$ cat src/rtl/mbist_pkg.sv
// Shared MBIST types and default widths for the multiplexer, controller and response analyzer.
package mbist_pkg;

    typedef enum logic [1:0] {
        StIdle,
        StRun,
        StDrain,
        StDone
    } mbist_state_e;

    localparam int unsigned DefWidth     = 8;
    localparam int unsigned DefAddrWidth = 6;
    localparam int unsigned DefRdLatency = 1;
    localparam int unsigned DefCntWidth  = 8;

endpackage

$ cat src/rtl/mbist_delay_line.sv
// Shift register carrying {valid, expected data, address} alongside the memory read latency.
module mbist_delay_line #(
    parameter int unsigned WIDTH      = 8,
    parameter int unsigned ADDR_WIDTH = 6,
    parameter int unsigned DEPTH      = 1
) (
    input  logic                  clk_i,
    input  logic                  rst_i,
    input  logic                  flush_i,
    input  logic                  valid_i,
    input  logic [WIDTH-1:0]      data_i,
    input  logic [ADDR_WIDTH-1:0] addr_i,
    output logic                  valid_o,
    output logic [WIDTH-1:0]      data_o,
    output logic [ADDR_WIDTH-1:0] addr_o
);

    logic [DEPTH-1:0]      valid_q;
    logic [WIDTH-1:0]      data_q [DEPTH];
    logic [ADDR_WIDTH-1:0] addr_q [DEPTH];

    always_ff @(posedge clk_i or posedge rst_i) begin
        if (rst_i) begin
            valid_q <= '0;
            for (int i = 0; i < int'(DEPTH); i++) begin
                data_q[i] <= '0;
                addr_q[i] <= '0;
            end
        end else begin
            // Flush only kills the valid bits; stale payload is never looked at.
            if (flush_i) begin
                valid_q <= '0;
            end else begin
                valid_q[0] <= valid_i;
                for (int i = 1; i < int'(DEPTH); i++) begin
                    valid_q[i] <= valid_q[i-1];
                end
            end
            data_q[0] <= data_i;
            addr_q[0] <= addr_i;
            for (int i = 1; i < int'(DEPTH); i++) begin
                data_q[i] <= data_q[i-1];
                addr_q[i] <= addr_q[i-1];
            end
        end
    end

    assign valid_o = valid_q[DEPTH-1];
    assign data_o  = data_q[DEPTH-1];
    assign addr_o  = addr_q[DEPTH-1];

endmodule

$ cat src/rtl/mbist_response_analyzer.sv
// Read-side MBIST checker: compares memory data against delayed expected data and logs failures.
// Define MBIST_FAIL_LOG_EN to capture the address and data of the first mismatch.
module mbist_response_analyzer
    import mbist_pkg::*;
#(
    parameter int unsigned WIDTH      = DefWidth,
    parameter int unsigned ADDR_WIDTH = DefAddrWidth,
    parameter int unsigned RD_LATENCY = DefRdLatency,
    parameter int unsigned CNT_WIDTH  = DefCntWidth
) (
    input  logic                  clk,
    input  logic                  rst,
    input  logic                  NbarT,
    input  logic                  start,
    input  logic                  end_test,
    input  logic                  rd_en,
    input  logic [WIDTH-1:0]      exp_data,
    input  logic [ADDR_WIDTH-1:0] rd_addr,
    input  logic [WIDTH-1:0]      mem_q,
    output logic [WIDTH-1:0]      normal_q,
    output logic                  busy,
    output logic                  done,
    output logic                  pass,
    output logic                  fail,
    output logic [CNT_WIDTH-1:0]  err_count,
    output logic [ADDR_WIDTH-1:0] fail_addr,
    output logic [WIDTH-1:0]      fail_data
);

    localparam int unsigned DrainW = $clog2(RD_LATENCY + 1);

    mbist_state_e          state_q, state_d;
    logic [DrainW-1:0]     drain_q, drain_d;
    logic                  flush, clear, enq, mism;
    logic                  head_valid;
    logic [WIDTH-1:0]      head_data;
    logic [ADDR_WIDTH-1:0] head_addr;
    logic [CNT_WIDTH-1:0]  err_q;
    logic                  fail_q;

    always_comb begin
        state_d = state_q;
        drain_d = drain_q;
        flush   = 1'b0;
        clear   = 1'b0;
        if (!NbarT) begin
            state_d = StIdle;
            flush   = 1'b1;
        end else if (start) begin
            state_d = StRun;
            flush   = 1'b1;
            clear   = 1'b1;
        end else begin
            case (state_q)
                StRun: begin
                    if (end_test) begin
                        state_d = StDrain;
                        drain_d = DrainW'(RD_LATENCY);
                    end
                end
                StDrain: begin
                    drain_d = drain_q - DrainW'(1);
                    if (drain_d == '0) state_d = StDone;
                end
                default: ;
            endcase
        end
    end

    always_ff @(posedge clk or posedge rst) begin
        if (rst) begin
            state_q <= StIdle;
            drain_q <= '0;
        end else begin
            state_q <= state_d;
            drain_q <= drain_d;
        end
    end

    // A read issued in the same cycle as a restart or mode drop is discarded.
    assign enq = (state_q == StRun) && rd_en && NbarT && !start;

    mbist_delay_line #(
        .WIDTH      (WIDTH),
        .ADDR_WIDTH (ADDR_WIDTH),
        .DEPTH      (RD_LATENCY)
    ) u_delay_line (
        .clk_i   (clk),
        .rst_i   (rst),
        .flush_i (flush),
        .valid_i (enq),
        .data_i  (exp_data),
        .addr_i  (rd_addr),
        .valid_o (head_valid),
        .data_o  (head_data),
        .addr_o  (head_addr)
    );

    assign mism = head_valid && NbarT && !start && (head_data != mem_q);

    always_ff @(posedge clk or posedge rst) begin
        if (rst) begin
            err_q  <= '0;
            fail_q <= 1'b0;
        end else if (clear) begin
            err_q  <= '0;
            fail_q <= 1'b0;
        end else if (mism) begin
            if (err_q != {CNT_WIDTH{1'b1}}) err_q <= err_q + CNT_WIDTH'(1);
            fail_q <= 1'b1;
        end
    end

`ifdef MBIST_FAIL_LOG_EN
    logic [ADDR_WIDTH-1:0] fail_addr_q;
    logic [WIDTH-1:0]      fail_data_q;

    always_ff @(posedge clk or posedge rst) begin
        if (rst) begin
            fail_addr_q <= '0;
            fail_data_q <= '0;
        end else if (clear) begin
            fail_addr_q <= '0;
            fail_data_q <= '0;
        end else if (mism && !fail_q) begin
            fail_addr_q <= head_addr;
            fail_data_q <= mem_q;
        end
    end

    assign fail_addr = fail_addr_q;
    assign fail_data = fail_data_q;
`else
    logic unused_head_addr;
    assign unused_head_addr = ^head_addr;
    assign fail_addr = '0;
    assign fail_data = '0;
`endif

    assign normal_q  = NbarT ? '0 : mem_q;
    assign busy      = (state_q == StRun) || (state_q == StDrain);
    assign done      = (state_q == StDone);
    assign fail      = fail_q;
    assign pass      = done && !fail_q;
    assign err_count = err_q;

endmodule

$ cat config.mk
export PLATFORM = sky130hd
export DESIGN_NAME = mbist_response_analyzer
export DESIGN_NICKNAME = d
export VERILOG_FILES = /design/src/rtl/mbist_pkg.sv /design/src/rtl/mbist_delay_line.sv /design/src/rtl/mbist_response_analyzer.sv
export SDC_FILE = /design/constraint.sdc
export NUM_CORES = 1
export LEC_CHECK = 0
export CORE_MARGIN = 2
export CORE_UTILIZATION = 41
export CTS_CLUSTER_SIZE = 10
export DETAILED_ROUTE_END_ITERATION = 7
export HOLD_SLACK_MARGIN = 0.02
export PLACE_DENSITY = 0.8
export SETUP_SLACK_MARGIN = 0.05
export SYNTH_ARGS = -nofsm -noshare
export SYNTH_HDL_FRONTEND = slang
export SYNTH_HIERARCHICAL = 1
export SYNTH_SLANG_ARGS = --single-unit
$ cat constraint.sdc
create_clock -name clk -period 1.71 [get_ports clk]
set_input_delay 0.342 -clock clk [delete_from_list [all_inputs] [get_ports clk]]
set_output_delay 0.342 -clock clk [all_outputs]
set_load 0.02 [all_outputs]
==> impl_metrics.ini, run 1 <==
[run_status]
outcome = completed

[clock_tree]
clockBufferDepth = 2
h-tree-depth = 1
cts_sinks = 21
clock_latency_ns = 0.30
cts_tree = yes
holdBufCountCts = 0
cts_made_buffers = 3
cts-root-buf = clkbuf_4
clk_pin_slew_ns = 0.13

[power_and_ir_drop]
p_total_mw = 1.01
peakVddDrop_mv = 0.462
leakagePower_nw = 0.814
p_per_area_mw_per_mm2 = 616

[timing]
layout_worst_path_cycle_share_pct = 93.8
setup_viol_count_final = 0
fin_worst_skew_ns = 0.0105
fin_crit_ns = 1.60
rsz0062_at_grt = true
slew_viol_final = 0
clock.fmax_mhz = 623
hold_violations = 0
setup_ws_ns = 0.105
tns_ns = 0
fin_hold_ws_ns = 0.301

[critical_path]
required_ns = 1.89
arrival_ns = 1.78
end_kind = flop
cp_max_fo = 11
critical_path_class = primary input to flop
start_kind = primary input

[floorplanning]
ioPinCount = 62
fp.dieH_um = 57.1
fp-row-count = 19
core_area_mm2 = 0.00271
start_util_pct = 42.7
design.die.area_mm2 = 0.00326
fp.dieW_um = 57.1

[finish]
final_nets = 199
fin_cells = 197
multi_input_area_um2 = 578
final-seq-area_um2 = 526
area_delta_synth_final_pct = 41.9
drive_gt1_share_pct = 18.7
fin_area_mm2 = 0.00164
fillers = 239
fin_util_pct = 60.5
n_antenna_cell = 0

[yosys]
syn_area_mm2 = 0.00116
syn_area_per_cell_um2 = 10.1
syn_inst = 115
yosysWarnings = 6

[placement]
place_hpwl_mm = 2.04
preCtsSetupSlack_ns = -0.325
place_inst = 190
dpl_cell_area_mm2 = 0.00159
portBuffers = 41
gp_congestion = 0.818

[detailed_routing]
num_vias = 967
drt-pass1-iter-count = 4
drc_errors = 0
drt_iter0_drc = 20
avgRoutedWirePerCell_um = 13.4
ant_nets = 0
routed_wl_mm = 2.63
post_drt_via_cell_ratio = 4.91

[grt]
antenna_found_initial = 0
grt_pass1_vias = 1021
grt_pass1_wl_mm = 4.45
gr-total-overflow = 0
track_usage_pct = 17.5
grt_max_degree = 14

[worst_hold_path]
hold_path.class = primary input to asynchronous set/reset pin

[job]
drv_cap = 0
path summary, 6_finish.rpt:
check	start	end	slack [ns]	cells past startpoint
hold reg to reg	drain_q	drain_q	0.55	1
max in group asynchronous	rst	err_count[1]	1.02	2
min in group clk	exp_data[7]	u_delay_line/data_o[7]	0.46	1
setup / recovery	NbarT	err_count[7]	0.11	7
hold / removal	rst	u_delay_line/data_o[7]	0.30	2
setup reg to reg	err_count[1]	err_count[6]	0.13	5
sequential cells by signal, indices dropped and copies added, names as in the netlist:
| register | flops |
|---|---|
| drain_q | 1 |
| u_delay_line/valid_o | 1 |
| fail | 1 |
| u_delay_line/data_o | 8 |
| err_count | 8 |
| state_q | 2 |
report_power, final:
group          switching, mW  internal, mW
logic                  0.128         0.111
registers             0.0147         0.515
clock network          0.152        0.0889
cell usage in the layout, fill, tap and decap left out, types with 2 or more instances in the layout:
cell type,count
a21oi_1,5
nor2_1,2
xnor2_1,8
dlygate4sd2_1,7
nand4_1,2
buf_4,9
dfrtp_1,21
nor2b_1,9
clkbuf_4,3
dlymetal6s2s_1,2
inv_1,10
and3_1,4
clkdlybuf4s50_1,21
o31ai_1,3
buf_2,9
ha_1,3
mux2i_1,3
nand3_1,3
nand2_1,8
conb_1,14
timing repair:
action,CTS,global route
pin swaps,0,3
endpoints found under the setup margin,21,16
setup buffers,2,1
gates resized for setup,48,15
layout make-up:
type / instances / area share [%]
sequential: 21 / 32.0
clock inverter: 1 / 0.458
clock buffer: 3 / 1.37
multi-input combinational: 81 / 35.2
inverter: 10 / 2.29
tap: 31 / 2.36
timing repair buffer: 50 / 26.2
metal layers:
metal | up-vias | part of all wire (%) | routed length, um | track usage (%)
met5 | - | 0 | 0 | 0
met4 | 0 | 0.65 | 17 | 6.31
met3 | 2 | 4.6 | 121 | 3.40
met2 | 28 | 57 | 1500 | 31.9
met1 | 477 | 38 | 997 | 20.2
li1 | 460 | - | - | -
critical path, cell delays in order:
cell	delay (ns)
clkdlybuf4s50_1	0.48
buf_4	0.13
and2b_1	0.16
o211ai_2	0.11
buf_6	0.16
o311ai_2	0.28
o41ai_1	0.12
No activity file was read; power rests on OpenSTA's default activity.
==> run 2: changes to the inputs <==
--- a/config.mk
+++ b/config.mk
@@ -6,11 +6,11 @@
 export NUM_CORES = 1
 export LEC_CHECK = 0
 export CORE_MARGIN = 2
-export CORE_UTILIZATION = 41
+export CORE_UTILIZATION = 37
 export CTS_CLUSTER_SIZE = 10
 export DETAILED_ROUTE_END_ITERATION = 7
 export HOLD_SLACK_MARGIN = 0.02
-export PLACE_DENSITY = 0.8
+export PLACE_DENSITY = 0.77
 export SETUP_SLACK_MARGIN = 0.05
 export SYNTH_ARGS = -nofsm -noshare
 export SYNTH_HDL_FRONTEND = slang
==> constraint.sdc (replaced) <==
create_clock -name clk -period 1.3 [get_ports clk]
set_input_delay 0.26 -clock clk [delete_from_list [all_inputs] [get_ports clk]]
set_output_delay 0.26 -clock clk [all_outputs]
set_load 0.02 [all_outputs]
==> impl_metrics.ini, run 2 (synthesis gave the netlist of run 1 again) <==
[clock_tree]
holdBufCountCts = 0
cts_made_buffers = 3
clock_latency_ns = 0.32
clockBufferDepth = 2
h-tree-depth = 1
cts-root-buf = clkbuf_4
clk_pin_slew_ns = 0.12
cts_tree = yes
cts_sinks = 21

[placement]
place_hpwl_mm = 2.15
place_inst = 203
portBuffers = 41
gp_congestion = 0.712
dpl_cell_area_mm2 = 0.00170

[finish]
n_antenna_cell = 0
final-seq-area_um2 = 531
fillers = 257
final_nets = 214
multi_input_area_um2 = 713
fin_area_mm2 = 0.00190
area_delta_synth_final_pct = 64.3
fin_cells = 214
drive_gt1_share_pct = 44.2
mostFrequentLayoutCell = buf_4
mostFrequentLayoutCells = buf_4 (25), dfrtp_1 (17), conb_1 (14)
fin_util_pct = 63.2

[timing]
tns_ns = -2.01
rsz0062_at_grt = true
layout_worst_path_cycle_share_pct = 117
clock.fmax_mhz = 657
fin_worst_skew_ns = 0.0155
setup_viol_count_final = 15
hold_violations = 0
slew_viol_final = 0
fin_crit_ns = 1.52
setup_ws_ns = -0.223

[worst_hold_path]
hold_path.class = primary input to asynchronous set/reset pin

[critical_path]
rrSetupSlack_ns = -0.22
crit_chain = xnor2_1 -> nand4_1 -> o211ai_2 -> buf_6 -> o311ai_2 -> o31ai_1
start_kind = flop
reg2regPathDepth = 6
cpMaxStageDelayCell = dfrtp_1
path_buf_inv = 1
critPathTopFamily = compound AO/OA/AOI/OAI gates
critical_path_class = flop to flop
arrival_ns = 1.72
reg2reg_from = u_delay_line/data_o[0]
cpPeakStageDelay_ns = 0.39
end_kind = flop
cp_max_fo = 6
required_ns = 1.50
reg2reg_to = err_count[4]
critPathLaunch = u_delay_line/data_o[0]

[detailed_routing]
avgRoutedWirePerCell_um = 14.6
num_vias = 1040
drt_iter0_drc = 16
ant_nets = 0
post_drt_via_cell_ratio = 4.86
routed_wl_mm = 3.13
drc_errors = 0
drt-pass1-iter-count = 3

[floorplanning]
ioPinCount = 62
core_area_mm2 = 0.00300
design.die.area_mm2 = 0.00359
fp-row-count = 20
start_util_pct = 38.5
fp.dieW_um = 59.9
fp.dieH_um = 59.9

[run_status]
outcome = finished with violations
violations = setup timing

[power_and_ir_drop]
leakagePower_nw = 0.887
peakVddDrop_mv = 0.597
p_per_area_mw_per_mm2 = 729

[grt]
track_usage_pct = 18.0
antenna_found_initial = 0
grt_pass1_vias = 1051
grt_max_degree = 13
grt_pass1_wl_mm = 4.73
gr-total-overflow = 0

[job]
drv_cap = 0
[run 2: worst max-delay path by stage]
stage               slack [ns]  depth (start not counted)      endpoint
global route             -0.31                          6  err_count[4]
global placement         -0.53                          6  err_count[6]
finish                   -0.22                          6  err_count[4]
CTS                      -0.22                          3          busy
detailed placement       -0.64                          4   normal_q[3]
floorplan                -0.14                          5  err_count[6]
[run 2: cell type report]
| type | count | share of cell area [%] |
|---|---|---|
| well taps | 33 | 2.17 |
| clock buffers | 4 | 1.38 |
| repair buffers | 65 | 29.0 |
| multi-input cells | 81 | 37.5 |
| flip-flops and latches | 21 | 27.9 |
| inverters | 10 | 1.98 |
[run 2: stage by stage]
stage / power, mW / hold slack [ns] / setup WS, ns
final: 1.38 / 0.210 / -0.223
after global routing: 1.45 / 0.237 / -0.309
after CTS: 1.36 / 0.232 / -0.220
after detailed placement: 1.03 / 0.484 / -0.636
after global placement: 1.02 / 0.479 / -0.530
after floorplan: 0.904 / 0.0879 / -0.139
[run 2: where the power goes]
group / total, mW / internal (mW) / switching, mW / leakage (nW)
Combinational: 0.360 / 0.175 / 0.186 / 0.610
Clock: 0.325 / 0.120 / 0.205 / 0.0150
Sequential: 0.699 / 0.678 / 0.0207 / 0.262
[run 2: what timing repair did]
action	CTS	global route
pin swaps	9	7
setup endpoints to repair	32	22
gates cloned	1	0
gates resized for setup	135	16
buffers inserted	7	2
[run 2: routing by layer]
metal | GRT usage (%) | wire, um
met1 | 20.6 | 1250
met2 | 33.5 | 1710
met3 | 2.60 | 112
met4 | 6.35 | 63
met5 | 0 | 0
[run 2: worst register-to-register path: cells and delay by family (launching register included)]
family                 cells  cell delay (ns)
buffers and inverters      1             0.18
AO/OA/AOI/OAI              3             0.61
flip-flops                 1             0.39
AND/OR/NAND/NOR            1             0.12
XOR/XNOR                   1             0.12
